`src/rtl/uart_pwm_ctrl.sv`:
```
// UART-framed servo controller: parses A5/CH/HI/LO/CS frames into per-channel
// pulse widths, drives glitch-free PWM outputs and answers each frame with ACK/NAK.
module uart_pwm_ctrl #(
  parameter int NUM_CH        = 4,
  parameter int TICK_DIV      = 27,
  parameter int PERIOD_TICKS  = 20000,
  parameter int WIDTH_BITS    = 16,
  parameter int MIN_WIDTH     = 500,
  parameter int MAX_WIDTH     = 2500,
  parameter int DEFAULT_WIDTH = 1500,
  parameter int TIMEOUT_TICKS = 5000
) (
  input  logic              clk,
  input  logic              resetn,
  input  logic              rx_valid,
  input  logic [7:0]        rx_data,
  input  logic              tx_busy,
  output logic              tx_en,
  output logic [7:0]        tx_data,
  output logic [NUM_CH-1:0] pwm_out,
  output logic              frame_ok,
  output logic              frame_err
);

  localparam int DIV_W = (TICK_DIV > 1) ? $clog2(TICK_DIV) : 1;
  localparam int P_W   = (PERIOD_TICKS > 1) ? $clog2(PERIOD_TICKS) : 1;
  localparam int TO_W  = $clog2(TIMEOUT_TICKS + 1);

  typedef enum logic [2:0] {S_IDLE, S_CH, S_HI, S_LO, S_CS, S_ACK} state_t;

  state_t                state, next_state;
  logic [DIV_W-1:0]      div_cnt;
  logic [P_W-1:0]        period_cnt;
  logic [TO_W-1:0]       to_cnt;
  logic                  tick, wrap, in_frame, to_expire;
  logic [7:0]            ch_reg, hi_reg, lo_reg;
  logic [WIDTH_BITS-1:0] raw_width, clamped;
  logic [WIDTH_BITS-1:0] shadow [NUM_CH];
  logic [WIDTH_BITS-1:0] active [NUM_CH];
  logic                  frame_good, commit_ok, commit_err, timeout_err, send;

  assign tick       = (div_cnt == DIV_W'(TICK_DIV - 1));
  assign wrap       = tick && (period_cnt == P_W'(PERIOD_TICKS - 1));
  assign in_frame   = (state == S_CH) || (state == S_HI) || (state == S_LO) || (state == S_CS);
  assign to_expire  = in_frame && tick && !rx_valid && (to_cnt == TO_W'(TIMEOUT_TICKS - 1));
  assign raw_width  = WIDTH_BITS'({hi_reg, lo_reg});
  assign frame_good = (rx_data == (ch_reg ^ hi_reg ^ lo_reg)) && (int'(ch_reg) < NUM_CH);

  always_comb begin
    clamped = raw_width;
    if (raw_width < WIDTH_BITS'(MIN_WIDTH))
      clamped = WIDTH_BITS'(MIN_WIDTH);
    else if (raw_width > WIDTH_BITS'(MAX_WIDTH))
      clamped = WIDTH_BITS'(MAX_WIDTH);
  end

  always_ff @(posedge clk or negedge resetn) begin
    if (!resetn)
      state <= S_IDLE;
    else
      state <= next_state;
  end

  // Payload states advance on any byte; a byte arriving on the expiry tick wins.
  always_comb begin
    next_state  = state;
    commit_ok   = 1'b0;
    commit_err  = 1'b0;
    timeout_err = 1'b0;
    send        = 1'b0;
    case (state)
      S_IDLE: if (rx_valid && rx_data == 8'hA5) next_state = S_CH;
      S_CH, S_HI, S_LO: begin
        if (rx_valid)
          next_state = state_t'(state + 3'd1);
        else if (to_expire) begin
          next_state  = S_IDLE;
          timeout_err = 1'b1;
        end
      end
      S_CS: begin
        if (rx_valid) begin
          next_state = S_ACK;
          commit_ok  = frame_good;
          commit_err = !frame_good;
        end else if (to_expire) begin
          next_state  = S_IDLE;
          timeout_err = 1'b1;
        end
      end
      S_ACK: begin
        if (!tx_busy) begin
          send       = 1'b1;
          next_state = S_IDLE;
        end
      end
      default: next_state = S_IDLE;
    endcase
  end

  always_ff @(posedge clk or negedge resetn) begin
    if (!resetn) begin
      ch_reg    <= '0;
      hi_reg    <= '0;
      lo_reg    <= '0;
      to_cnt    <= '0;
      frame_ok  <= 1'b0;
      frame_err <= 1'b0;
      tx_en     <= 1'b0;
      tx_data   <= 8'h00;
    end else begin
      if (rx_valid && state == S_CH) ch_reg <= rx_data;
      if (rx_valid && state == S_HI) hi_reg <= rx_data;
      if (rx_valid && state == S_LO) lo_reg <= rx_data;
      if (!in_frame || rx_valid)
        to_cnt <= '0;
      else if (tick)
        to_cnt <= to_cnt + 1'b1;
      frame_ok  <= commit_ok;
      frame_err <= commit_err || timeout_err;
      tx_en     <= send;
      if (commit_ok)
        tx_data <= 8'h06;
      else if (commit_err)
        tx_data <= 8'h15;
    end
  end

  // Active widths only change at the period wrap, so pulses are never cut short.
  always_ff @(posedge clk or negedge resetn) begin
    if (!resetn) begin
      div_cnt    <= '0;
      period_cnt <= '0;
      pwm_out    <= '0;
      for (int i = 0; i < NUM_CH; i++) begin
        shadow[i] <= WIDTH_BITS'(DEFAULT_WIDTH);
        active[i] <= WIDTH_BITS'(DEFAULT_WIDTH);
      end
    end else begin
      div_cnt <= tick ? '0 : div_cnt + 1'b1;
      if (wrap)
        period_cnt <= '0;
      else if (tick)
        period_cnt <= period_cnt + 1'b1;
      for (int i = 0; i < NUM_CH; i++) begin
        if (commit_ok && ch_reg == 8'(i))
          shadow[i] <= clamped;
        if (wrap)
          active[i] <= shadow[i];
        pwm_out[i] <= (32'(period_cnt) < 32'(active[i]));
      end
    end
  end

endmodule
```
`config.mk`:
```
export PLATFORM = sky130hd
export DESIGN_NAME = uart_pwm_ctrl
export DESIGN_NICKNAME = d
export VERILOG_FILES = /design/src/rtl/uart_pwm_ctrl.sv
export SDC_FILE = /design/constraint.sdc
export NUM_CORES = 1
export LEC_CHECK = 0
export ABC_CLOCK_PERIOD_IN_PS = 2300
export CAP_MARGIN = 30
export CORE_MARGIN = 5
export CORE_UTILIZATION = 36
export DETAILED_ROUTE_END_ITERATION = 6
export PLACE_DENSITY = 0.61
export SLEW_MARGIN = 20
export SYNTH_ARGS = -nofsm -noshare
export SYNTH_HDL_FRONTEND = slang
export SYNTH_SLANG_ARGS = --single-unit
```
`constraint.sdc`:
```
create_clock -name clk -period 2.3 [get_ports clk]
set_clock_uncertainty 0.15 [all_clocks]
set_input_delay 0.23 -clock clk [delete_from_list [all_inputs] [get_ports clk]]
set_output_delay 0.23 -clock clk [all_outputs]
set_load 0.02 [all_outputs]
```
==> metrics.md <==
| Metric | Value |
|---|---|
| WP data arrival | `2580 ps` |
| RSZ-0062 raised after global routing | `true` |
| HPWL Detailed | `14300 um` |
| Leak pwr | `5.48 nW` |
| Synth unique cells | `57` |
| DRT Wirelength | `21600 um` |
| Fmax | `0.418 GHz` |
| CP Cell Sequence | `xor2_2 -> xnor2_2 -> nor3_4 -> nand4bb_4 -> buf_6 -> nor3_4 -> buf_6 -> clkbuf_16 -> buf_12 -> and2b_2` |
| DRC | `0` |
| Die H | `173 um` |
| Setup CP Type | `reg -> reg` |
| CTS tree | `built` |
| Post-Syn Instances | `857` |
| Minimum clock period | `2390 ps` |
| Port Buf Inserts | `22` |
| Via-to-Cell Ratio | `4.88` |
| CP max stage delay | `430 ps` |
| Post-Synth Simple-Gate Area | `12.4%` |
| Required @ worst endpoint | `2480 ps` |
| Initial antenna violation count | `0` |
| Sequential area share after synthesis | `52.2%` |
| Hold Fails Final Rpt | `0` |
| Clk slew on worst S/H paths | `70 ps` |
| Ys async rst share | `100%` |
| Utilization after layout | `46.2%` |
| Area fraction in compound gates after synthesis | `8.31%` |
| Flops & latches, synth | `198` |
| Vias in the first global route | `6443` |
| Via count | `6445` |
| CP max FO | `6` |
| Commonest non-fill, non-tap cell in the layout | `dfrtp_1` |
| Outcome | `finished, violations left` |
| Period utilisation layout | `104%` |
| Slowest stage cell on the critical path | `dfrtp_1` |
| CTS Root Buffer Type | `clkbuf_16` |
| Biggest regs | `active (64), shadow (64), period_cnt (15)` |
| Routability Congestion | `0.767` |
| Clock buffer depth | `2` |
| Largest family of logic cells by synthesized area | `simple AND/OR/NAND/NOR gates` |
| Pwr dens | `770 nW/um^2` |
| Worst hold path type | `in -> async` |
| DR pass1 iterations | `5` |
| Layout cells sized above 1 | `31.9%` |
| Most frequent cells in the layout | `dfrtp_1, nand2_1, buf_4` |
| Core area | `26200 um^2` |
| Die area | `30100 um^2` |
| Nets | `1051` |
| CTS sink count | `198` |
| Syn-to-layout area delta | `25.7%` |
| Crit start category | `flop` |
| WL met2 | `10200 um` |
| Chip width | `173 um` |
| Post-Synthesis Cell Area | `9620 um^2` |
| Final Max Tran Viols | `0` |
| Crit. End Element | `flop` |
| Placed Area | `10800 um^2` |
| First-pass GRT wire length | `34300 um` |
| Clock Latency Late Sink | `440 ps` |
| Final instance area | `12100 um^2` |
| Met3 wire length | `787 um` |
| Antenna viol nets, final | `0` |
| Max-cap violations | `0` |
| Yosys warns | `0` |
| Syn_area_per_cell | `11.2 um^2` |
| Max Used Layer | `met4` |
| Area share of fa/ha/maj cells after synthesis | `8.45%` |
| Fraction of synthesized area in multiplexers | `9.47%` |
| Count of final setup violators | `22` |
| Htree depth | `4` |
| GRT Util Overall | `14.0%` |
| XOR/XNOR Fraction of Synth Area | `4.28%` |
| M1 WL | `10500 um` |
| Maximum VDD drop | `0.000531 V` |
| Worst setup margin | `-93.6 ps` |
| GRT overflow | `0` |
| Wire per inst | `16.4 um` |
| DR iter-0 viols | `261` |
| Initial Util | `36.7%` |
| Largest net degree at the start of global routing | `54` |
| Ant diodes | `0` |
| Total CTS buffers | `17` |
| Failing checks | `negative setup slack` |
| Number of flops mapped to enable cells by yosys | `0` |
| Row count | `59` |
| PnR Total Power | `9.31 mW` |
| Main synth FF type | `dfrtp_1` |
| Top Ports | `27` |
cells in the mapped netlist, types with 2 or more instances:
cell      number  area [um^2]
dfrtp_1      142         3550
nand2_1       87          327
mux2_2        80          901
o21ai_0       72          360
ha_1          65          813
inv_1         65          244
dfstp_2       56         1470
nor2_1        36          135
xnor2_1       28          245
a21oi_1       26          130
a21o_1        23          173
xor2_1        19          166
nand4_1       15         93.8
clkbuf_1      13         48.8
nand3_1       13         65.1
nor2b_1       11         68.8
nor3_1        10         50.1
and2_1         9         56.3
nand2b_1       8         50.1
and3_1         6         37.5
buf_4          6         45.0
buf_6          5         56.3
nand4b_1       5         43.8
a211oi_1       4         30.0
and2b_2        4         35.0
nor4_1         4         25.0
o31ai_1        4         30.0
and4_1         3         26.3
buf_2          3         15.0
o22ai_1        3         18.8
or3_1          3         18.8
nor3_2         2         20.0
or2_2          2         12.5
or2b_1         2         15.0
power breakdown:
| part | internal [mW] | leakage (nW) | switching [mW] |
|---|---|---|---|
| sequential | 3.73 | 2.48 | 0.251 |
| clock | 1.59 | 0.283 | 1.40 |
| combinational | 1.21 | 2.71 | 1.14 |
| total | 6.53 | 5.48 | 2.79 |
worst max-delay path: cells and delay by family, from the launching register on:
family	cells	cell delay, ps
simple gates	4	750
xor+xnor	2	390
buf+inv	4	570
flops	1	430
path summary, 6_finish.rpt:
| path | from | to | slack (ps) | depth (start not counted) |
|---|---|---|---|---|
| max | ch_reg[1] | shadow[63] | -90 | 10 |
| min | resetn | active[14] | 170 | 2 |
| max reg2reg | ch_reg[1] | shadow[63] | -90 | 10 |
| min reg2reg | shadow[36] | active[36] | 320 | 2 |
| max in group asynchronous | resetn | active[42] | 1070 | 3 |
| min in group clk | tx_busy | tx_en | 210 | 2 |
layer usage:
layer  up-vias  GRT usage (%)
li1       3146              -
met1      3184           20.0
met2       101           22.0
met3        14           2.94
met4         0           2.89
met5         -              0
through the flow:
step | worst slack [ps] | hold WS, ps | cells | TNS, ps
global route | -161 | 201 | 1322 | -4790
detailed placement | -344 | 78.4 | 1267 | -15030
global placement | -304 | 80.6 | 1267 | -12720
floorplan | -69.9 | -216 | 860 | -385
CTS | -47.4 | 182 | 1301 | -234
finish | -93.6 | 173 | 1322 | -1170
cell families (layout without fill, tap and decap cells):
logic type,after synthesis,after routing
buffers and inverters,96,223
AOI/OAI and AO/OA,139,139
adders and majority gates,65,65
xor gates and xnor gates,47,47
other,1,4
and+or+nand+nor,230,230
muxes,81,81
DFF,198,198
area by class of cell:
type | instances | area [um^2]
clock buffers | 19 | 454
repair buffers | 125 | 1300
well taps | 335 | 419
multi-input cells | 566 | 4520
inverters | 66 | 248
clock inverters | 13 | 136
flip-flops and latches | 198 | 5030
fillers | 2341 | 14100
what timing repair did:
item | 4_1_cts | 5_1_grt
gates cloned | 0 | 7
hold buffers | 1 | 0
endpoints found under the hold margin | 46 | 0
gates resized for setup | 10 | 92
setup buffers | 1 | 14
setup endpoints to repair | 48 | 112
pin swaps | 2 | 5
(Power assumes the default switching activity.)
